`src/rtl/uart_pkg.sv`:
```
// Shared UART types, divisor helper and configuration checks.
package uart_pkg;

  typedef enum logic [1:0] {
    PARITY_NONE = 2'd0,
    PARITY_EVEN = 2'd1,
    PARITY_ODD  = 2'd2
  } parity_e;

  typedef enum logic [2:0] {
    ST_IDLE   = 3'd0,
    ST_START  = 3'd1,
    ST_DATA   = 3'd2,
    ST_PARITY = 3'd3,
    ST_STOP   = 3'd4
  } tx_state_e;

  function automatic int baud_div(
    input int clk_freq,
    input int baud
  );
    return (clk_freq + baud / 2) / baud;
  endfunction

  function automatic bit cfg_ok(
    input int data_bits,
    input int stop_bits,
    input int div
  );
    return data_bits >= 5 && data_bits <= 9 &&
           (stop_bits == 1 || stop_bits == 2) &&
           div >= 2;
  endfunction

endpackage

```
`src/rtl/sync_fifo.sv`:
```
// Synchronous first-word-fall-through FIFO, power-of-two depth.
module sync_fifo #(
  parameter int WIDTH = 8,
  parameter int DEPTH = 16
) (
  input  logic                     clk,
  input  logic                     rst,
  input  logic                     wr_en,
  input  logic                     rd_en,
  input  logic [WIDTH-1:0]         wdata,
  output logic [WIDTH-1:0]         rdata,
  output logic                     full,
  output logic                     empty,
  output logic [$clog2(DEPTH):0]   count
);

  localparam int AW = $clog2(DEPTH);
  localparam int CW = AW + 1;
  localparam logic [AW:0] FULL_CNT = CW'(DEPTH);

  logic [WIDTH-1:0] mem [DEPTH];
  logic [AW-1:0]    wr_ptr;
  logic [AW-1:0]    rd_ptr;
  logic             push;
  logic             pop;

  assign full  = count == FULL_CNT;
  assign empty = count == '0;
  assign push  = wr_en && !full;
  assign pop   = rd_en && !empty;
  assign rdata = mem[rd_ptr];

  always_ff @(posedge clk) begin
    if (push) mem[wr_ptr] <= wdata;
  end

  always_ff @(posedge clk or negedge rst) begin
    if (!rst) begin
      wr_ptr <= '0;
      rd_ptr <= '0;
      count  <= '0;
    end else begin
      if (push) wr_ptr <= wr_ptr + AW'(1);
      if (pop)  rd_ptr <= rd_ptr + AW'(1);
      unique case ({push, pop})
        2'b10:   count <= count + CW'(1);
        2'b01:   count <= count - CW'(1);
        default: count <= count;
      endcase
    end
  end

endmodule

```
`src/rtl/uart_tx_fifo.sv`:
```
// FIFO-fed UART transmitter; define UART_TX_CTS_EN to add
// the cts_n_i flow-control input.
module uart_tx_fifo
  import uart_pkg::*;
#(
  parameter int      CLK_FREQ   = 50_000_000,
  parameter int      BAUD       = 115200,
  parameter int      DATA_BITS  = 8,
  parameter parity_e PARITY     = PARITY_NONE,
  parameter int      STOP_BITS  = 1,
  parameter int      FIFO_DEPTH = 16
) (
  input  logic                          clk,
  input  logic                          rst,
  input  logic [DATA_BITS-1:0]          data_i,
  input  logic                          wr_en_i,
`ifdef UART_TX_CTS_EN
  input  logic                          cts_n_i,
`endif
  output logic                          full_o,
  output logic                          empty_o,
  output logic [$clog2(FIFO_DEPTH):0]   count_o,
  output logic                          busy_o,
  output logic                          overflow_o,
  output logic                          tx_o
);

  localparam int DIV  = baud_div(CLK_FREQ, BAUD);
  localparam int CNTW = $clog2(DIV);
  localparam int BW   = $clog2(DATA_BITS);

  if (!cfg_ok(DATA_BITS, STOP_BITS, DIV)) begin : g_bad_cfg
    $error("uart_tx_fifo: illegal DATA_BITS/STOP_BITS/DIV");
  end

  tx_state_e            state;
  logic [CNTW-1:0]      baud_cnt;
  logic [BW-1:0]        bit_idx;
  logic                 stop_idx;
  logic [DATA_BITS-1:0] shreg;
  logic [DATA_BITS-1:0] head;
  logic                 par_bit;
  logic                 cts_ok;
  logic                 wrap;
  logic                 stop_last;
  logic                 frame_end;
  logic                 pop;
  logic                 line;

  sync_fifo #(
    .WIDTH (DATA_BITS),
    .DEPTH (FIFO_DEPTH)
  ) u_fifo (
    .clk   (clk),
    .rst   (rst),
    .wr_en (wr_en_i),
    .rd_en (pop),
    .wdata (data_i),
    .rdata (head),
    .full  (full_o),
    .empty (empty_o),
    .count (count_o)
  );

`ifdef UART_TX_CTS_EN
  logic [1:0] cts_sync;

  // Resets to "blocked" so nothing starts before cts_n is seen.
  always_ff @(posedge clk or negedge rst) begin
    if (!rst) cts_sync <= 2'b11;
    else      cts_sync <= {cts_sync[0], cts_n_i};
  end

  assign cts_ok = !cts_sync[1];
`else
  assign cts_ok = 1'b1;
`endif

  assign wrap      = baud_cnt == CNTW'(DIV - 1);
  assign stop_last = stop_idx == 1'(STOP_BITS - 1);
  assign frame_end = (state == ST_STOP) && wrap && stop_last;
  assign pop       = !empty_o && cts_ok &&
                     ((state == ST_IDLE) || frame_end);
  assign busy_o    = state != ST_IDLE;

  always_ff @(posedge clk or negedge rst) begin
    if (!rst) begin
      state    <= ST_IDLE;
      baud_cnt <= '0;
      bit_idx  <= '0;
      stop_idx <= 1'b0;
      shreg    <= '0;
      par_bit  <= 1'b0;
    end else begin
      baud_cnt <= (wrap || state == ST_IDLE) ? '0 : baud_cnt + CNTW'(1);
      if (pop) begin
        state    <= ST_START;
        baud_cnt <= '0;
        shreg    <= head;
        par_bit  <= (^head) ^ (PARITY == PARITY_ODD);
      end else if (wrap) begin
        unique case (state)
          ST_START: begin
            state   <= ST_DATA;
            bit_idx <= '0;
          end
          ST_DATA: begin
            shreg    <= shreg >> 1;
            bit_idx  <= bit_idx + BW'(1);
            stop_idx <= 1'b0;
            if (bit_idx == BW'(DATA_BITS - 1))
              state <= (PARITY == PARITY_NONE) ? ST_STOP : ST_PARITY;
          end
          ST_PARITY: begin
            state    <= ST_STOP;
            stop_idx <= 1'b0;
          end
          ST_STOP: begin
            if (stop_last) state <= ST_IDLE;
            else           stop_idx <= 1'b1;
          end
          default: state <= ST_IDLE;
        endcase
      end
    end
  end

  always_comb begin
    line = 1'b1;
    unique case (state)
      ST_START:  line = 1'b0;
      ST_DATA:   line = shreg[0];
      ST_PARITY: line = par_bit;
      default:   line = 1'b1;
    endcase
  end

  // The pin lags the FSM by one cycle so it always comes from a flop.
  always_ff @(posedge clk or negedge rst) begin
    if (!rst) begin
      tx_o       <= 1'b1;
      overflow_o <= 1'b0;
    end else begin
      tx_o       <= line;
      overflow_o <= wr_en_i && full_o;
    end
  end

endmodule

```
`config.mk`:
```
export PLATFORM = sky130hd
export DESIGN_NAME = uart_tx_fifo
export DESIGN_NICKNAME = d
export VERILOG_FILES = /design/src/rtl/uart_pkg.sv /design/src/rtl/sync_fifo.sv /design/src/rtl/uart_tx_fifo.sv
export SDC_FILE = /design/constraint.sdc
export NUM_CORES = 1
export LEC_CHECK = 0
export CAP_MARGIN = 20
export CORE_ASPECT_RATIO = 0.5
export CORE_MARGIN = 5
export CORE_UTILIZATION = 55
export CTS_BUF_LIST = sky130_fd_sc_hd__clkbuf_8 sky130_fd_sc_hd__clkbuf_16
export DETAILED_ROUTE_END_ITERATION = 16
export GPL_TIMING_DRIVEN = 0
export PLACE_DENSITY = 0.78
export SLEW_MARGIN = 0
export SYNTH_ARGS = -nofsm -noshare
export SYNTH_HDL_FRONTEND = slang
export SYNTH_SLANG_ARGS = --single-unit
```
`constraint.sdc`:
```
create_clock -name clk -period 4.4 [get_ports clk]
set_clock_uncertainty 0.1 [all_clocks]
set_input_delay 1.32 -clock clk [delete_from_list [all_inputs] [get_ports clk]]
set_output_delay 1.32 -clock clk [all_outputs]
set_load 0.02 [all_outputs]
```
## Word level (Yosys, flattened, before mapping)

Memory sizes are Yosys's and may differ from the RTL's.
Index checks and enable logic that the tools add are counted.
Widths: inputs -> output; s select.

- Memories kept: 1
- Output and inout bits: 10
- Memory bits (writable): 128
- Register bits: 40
- Word-level logic and storage cells: 72

- Add/subtract/negate cells: 6
- Equal/unequal tests: 11
- Bitwise gates (word level): 2
- Reduce and logical (&&, ||, !) cells: 24
- Muxes and demuxes: 17

Memories:

| memory | depth | bits a word | rd ports | clocked after Yosys merged registers in | write ports | RTL line | RTL |
|---|---|---|---|---|---|---|---|
| u_fifo.mem | 16 | 8 | 1 | 0 | 1 | sync_fifo.sv:21 | `logic [WIDTH-1:0] mem [DEPTH];` |

Operator list:

| kind | count |
|---|---|
| $mux 8 | 3 |
| $mux 9 | 2 |
| $mux 3 | 4 |
| $pmux 3 s4 | 1 |
| $pmux 5 s2 | 1 |
| $reduce_bool 2->1 | 5 |
| $add 9x1->9 const B | 1 |
| $eq 9x9->1 const B | 1 |
| $reduce_and 3->1 | 3 |
| $add 4x1->4 const B | 2 |
| $reduce_xor 8->1 | 1 |
| $eq 3x2->1 const B | 2 |
| $eq 3x3->1 const B | 2 |
| $logic_and 1x1->1 | 6 |
| $ne 3x2->1 const B | 2 |
| $pmux 3 s2 | 1 |
| $add 5x1->5 const B | 1 |
| $eq 5x5->1 const B | 1 |
| $logic_not 5->1 | 1 |
| $sub 5x1->5 const B | 1 |
| $add 3x1->3 const B | 1 |
| $eq 3x1->1 const B | 1 |
| $logic_not 3->1 | 1 |
| $mux 1 | 3 |
| other kinds (10) | 13 |

## Depth between registers and ports, before layout

- Depth in word-level cells: 8
- Depth in mapped cells: 18
- Gate-level depth less buffers: 17

## Cells and area by module

Synthesis repeated with hierarchy kept, for this count alone.

- Cell total of the unflattened synthesis: 461
- Area, all modules: 7226.9 sq um

By module, submodules not included:

| module | area each (sq um) | instances | sequential area each (sq um) | cells an instance |
|---|---|---|---|---|
| sync_fifo | 5779.3 | 1 | 4169.0 | 332 |
| uart_tx_fifo | 1447.6 | 1 | 676.9 | 129 |

## Least setup slack after synthesis

Ideal clock, no wire load.

- Path type: input port to flip-flop
- Start point: input port wr_en_i
- End point: register u_fifo.count[4]
- Data required time: 4.167 ns
- Buffers on the path: 1
- Setup time: 0.133 ns
- Stages on the path: 13
- Slack: 0.993 ns
- Arrival: 3.173 ns
- Cell sequence: and2_1 > clkbuf_1 > inv_1 > ha_1 > xor2_1 > ha_1 > nor2b_1 > o21ai_0 > o21ai_0 > a21oi_1 > xor2_1 > nor2_1 > xor2_1

- Longest elaborated chain between the ends: 3
- Elaborated cells on any way between the ends: 5

Ends and longest elaborated chain:

| item | RTL line | RTL |
|---|---|---|
| start, declared | uart_tx_fifo.sv:16 | `input logic wr_en_i,` |
| $logic_and 1x1->1 * | sync_fifo.sv:29 | `assign push = wr_en && !full;` |
| $eq 2x1->1 / $eq 2x2->1 (equally long branches) | sync_fifo.sv:45 | `unique case ({push, pop})` |
| $pmux 5 s2 / $reduce_bool 2->1 (equally long branches) | -- |  |
| end signal, assigned | sync_fifo.sv:46 | `2'b10: count <= count + CW'(1);` |
| end signal, assigned | sync_fifo.sv:47 | `2'b01: count <= count - CW'(1);` |
| end signal, assigned | sync_fifo.sv:48 | `default: count <= count;` |
| end, declared | sync_fifo.sv:14 | `output logic [$clog2(DEPTH):0] count` |

Mark *: on every way between the ends. The rest lies on a longest branch, timed or not.
A chain may end at the register's enable or synchronous reset.

## Worst setup path after layout

- Start point: register baud_cnt[1]
- End point: register u_fifo.count[4]

- Longest elaborated chain between the ends: 8
- Elaborated cells on any way between the ends: 10

Ends and longest elaborated chain:

| item | RTL line | RTL |
|---|---|---|
| start, declared | uart_tx_fifo.sv:37 | `logic [CNTW-1:0] baud_cnt;` |
| start signal, assigned | uart_tx_fifo.sv:95 | `baud_cnt <= (wrap \|\| state == ST_IDLE) ? '0 : baud_cnt + CNTW'(1);` |
| $eq 9x9->1 * | uart_tx_fifo.sv:79 | `assign wrap = baud_cnt == CNTW'(DIV - 1);` |
| $logic_and 1x1->1 * (2 in a row) | uart_tx_fifo.sv:81 | `assign frame_end = (state == ST_STOP) && wrap && stop_last;` |
| $logic_or 1x1->1 * | uart_tx_fifo.sv:83 | `((state == ST_IDLE) \|\| frame_end);` |
| $logic_and 1x1->1 * | uart_tx_fifo.sv:82 | `assign pop = !empty_o && cts_ok &&` |
| $logic_and 1x1->1 * | sync_fifo.sv:30 | `assign pop = rd_en && !empty;` |
| via u_fifo.pop | sync_fifo.sv:25 | `logic pop;` |
| $eq 2x1->1 / $eq 2x2->1 (equally long branches) | sync_fifo.sv:45 |  |
| $pmux 5 s2 / $reduce_bool 2->1 (equally long branches) | -- |  |

Mark *: on every way through the listed nets, which the timed path passes. The rest lies on a longest branch.

==> results.yml <==
floorplan:
  die_area_mm2: 0.0153
  initial_utilization_pct: 55.8
  core_mm2: 0.0126
  die_h_um: 89.9
  die_x_um: 170
  rows: 29
  ios: 21
synth:
  yosysUniqueCellTypes: 42
  synth_cells: 425
  synth_edf_count: 128
  yosys_warnings: 0
  yosysSeqAreaShare_pct: 69.0
  syn-cell-area_mm2: 0.00702
  synth_flop_cell: "edfxtp_1"
  syn-num-nets: 449
  synth_seq_cells: 168
  syn_avg_cell_area_um2: 16.5
  async_flop_share_pct: 23.8
sta:
  maxSlewViolCount: 0
  relSlewSlack_pct: 40.4
  hold_violations: 0
  grt_setup_unrepaired: "false"
  finalCritPeriodShare_pct: 88.1
  max_slew.worst_pin.slew_ns: 0.893
  setup_tns_ns: 0
  finalSetupViolations: 0
  fmaxAchievable_mhz: 258
  finalCriticalPeriod_ns: 3.87
final_layout:
  nFillCells: 845
  fin_nets: 492
  utilization_pct: 63.6
  drive_gt1_share_pct: 14.8
  layout.cells.most_common_list: "128 x edfxtp_1, 39 x dfrtp_1, 35 x nand2_1"
  antenna_cells: 0
  final_common_cell: "edfxtp_1"
  syn_to_final_growth_pct: 14.0
job:
  cap_violations: 0
power_and_ir_drop:
  power_frac_clock_pct: 28.1
  irDropWorstVdd_v: 0.000373
  comb_power_share_pct: 29.9
  power_density_mw_per_mm2: 626
  p_switching_mw: 1.58
  p_seq_share_pct: 42.1
  p_leak_nw: 2.84
  switching_share_pct: 31.4
  p_int_mw: 3.44
grt:
  grt_pass1_wl_mm: 22.4
  track_usage_pct: 19.9
  antenna_found_initial: 0
  grt_pass1_vias: 3920
  grt-ovfl-total: 0
  grt_max_degree: 41
worst_setup_path:
  crit_path_cell_trace: "inv_1 > ha_1 > and4b_1 > nand4_1 > nand2_1 > nand2_1 > nor2_1 > buf_4 > ha_1 > xor2_1 > ha_1 > nor2b_1 > o21ai_0 > o21ai_0 > a21oi_1 > xor2_1 > nor2_1 > xor2_1"
  arrival_ns: 4.07
  startpoint: "baud_cnt[1]"
  required_ns: 4.60
  reg2reg_from: "baud_cnt[1]"
  crit_slowest_cell: "nor2_1"
  cp_num_cells: 18
  cp-start-kind: "flop"
  path_buf_inv: 2
  cp_top_family: "simple AND/OR/NAND/NOR gates"
  critPathKind: "flop to flop"
  endpoint_kind: "flop"
  r2r_cells: 18
  slowest_delay_ns: 0.42
  crit_fanout: 11
clock_network:
  h-tree-depth: 4
  post_cts_resized: 0
  clk_latency_ns: 0.43
  cts_setup_buffers: 0
  cts_tree: "yes"
  path_clk_slew_ns: 0.07
  clkSinkCount: 168
  numCtsBuffers: 17
  cts-root-buf: "clkbuf_16"
  cts_hold_buf: 0
  clockBufferDepth: 2
drt:
  drt_wl_total_mm: 14.1
  drc_errors: 0
  dr_total_vias: 3883
  wl_per_cell_um: 21.7
  drt_iter0_markers: 470
  ant_nets: 0
  vias_per_cell: 5.97
  drt-pass1-iter-count: 5
placed_design:
  numPortBuffers: 20
  place_congestion: 0.780
  place_hpwl_mm: 8.81
worst_hold_path:
  hp-start: "stop_idx"
  min_path_cells: 1
  hold_class: "flop to flop"
status:
  status: "finished, final reports clean"
[metal layers]
layer,share of wire [%],GRT usage [%],up-vias
li1,-,-,1711
met1,42,27.6,1960
met2,47,30.2,172
met3,8.1,5.17,40
met4,2.9,8.24,0
met5,0,0,-
[worst paths after layout]
path,slack [ns],end
max in group asynchronous,2.71,baud_cnt[7]
worst max register to register,0.53,u_fifo.count[4]
worst max-delay path,0.53,u_fifo.count[4]
min in group asynchronous,0.92,u_fifo.count[1]
worst min-delay path,0.41,stop_idx
worst min register to register,0.41,stop_idx
[power groups by stage]
stage	registers, mW	clock network, mW	logic, mW
final	2.11	1.41	1.50
after global placement	2.12	0	1.43
after floorplan	2.13	0	1.06
after global routing	2.14	1.50	1.63
after detailed placement	2.14	0	1.48
after CTS	2.11	1.43	1.50
[kinds of logic after synthesis]
logic type / count (synthesis) / synth area share [%]
flip-flops: 168 / 69.0
AND/OR/NAND/NOR: 101 / 6.52
AO/OA/AOI/OAI: 49 / 4.38
multiplexers: 40 / 12.0
buffers and inverters: 28 / 2.53
XOR/XNOR: 26 / 3.24
adder cells (fa/ha/maj): 13 / 2.32
[state kept, by name, summed over array words and instances (netlist names)]
register	count
stop_idx	1
overflow_o	1
bit_idx	3
state	3
u_fifo.rd_ptr	4
u_fifo.mem	128
u_fifo.count	5
par_bit	1
u_fifo.wr_ptr	4
shreg	8
tx_o	1
baud_cnt	9
[layout make-up]
cell class	instances	area [um^2]	share of cell area, %
clock buffers	17	425	5.31
clock inverters	14	123	1.53
repair buffers	24	223	2.78
flip-flops and latches	168	4850	60.5
multi-input cells	229	2000	25.0
plain buffers	18	140	1.75
well taps	170	213	2.66
inverters	10	37.5	0.469
[synthesized netlist by cell type (2+ instances only)]
cell	number	area (um^2)
edfxtp_1	128	3840
buf_6	3	33.8
xor2_1	7	61.3
ha_1	13	163
nor3b_1	2	15.0
nand3_1	4	20.0
and3_1	3	18.8
clkdlybuf4s25_2	3	30.0
clkbuf_1	4	15.0
nor3_1	5	25.0
o21ai_0	19	95.1
buf_4	3	22.5
mux2_2	2	22.5
nand2b_1	2	12.5
nor2_1	33	124
dfrtp_1	39	976
a22oi_1	17	128
nor4_1	2	12.5
mux4_1	11	289
a21oi_1	7	35.0
mux2i_1	6	60.1
nor2b_1	3	18.8
mux4_2	21	473
and2_1	4	25.0
xnor2_1	19	166
nand4_1	4	25.0
inv_1	10	37.5
buf_2	3	15.0
nand2_1	35	131
[worst register-to-register path: cells and delay by family, from the launching register on]
kind | cells | cell delay, ns
DFF | 1 | 0.40
adders and majority gates | 3 | 0.60
xor gates and xnor gates | 3 | 0.39
AOI/OAI and AO/OA | 3 | 0.44
buffers and inverters | 2 | 0.36
and+or+nand+nor | 7 | 1.45
[per-stage QoR]
stage	instances	total power [mW]	area [um^2]	hold slack, ns	worst slack (ns)
after CTS	650	5.04	8010	0.407	0.487
after global routing	650	5.26	8010	0.431	0.157
final	650	5.02	8010	0.408	0.526
after floorplan	425	3.19	7020	0.369	0.993
after global placement	615	3.56	7440	0.387	0.331
after detailed placement	619	3.62	7460	0.387	0.272
(Power assumes the default switching activity.)
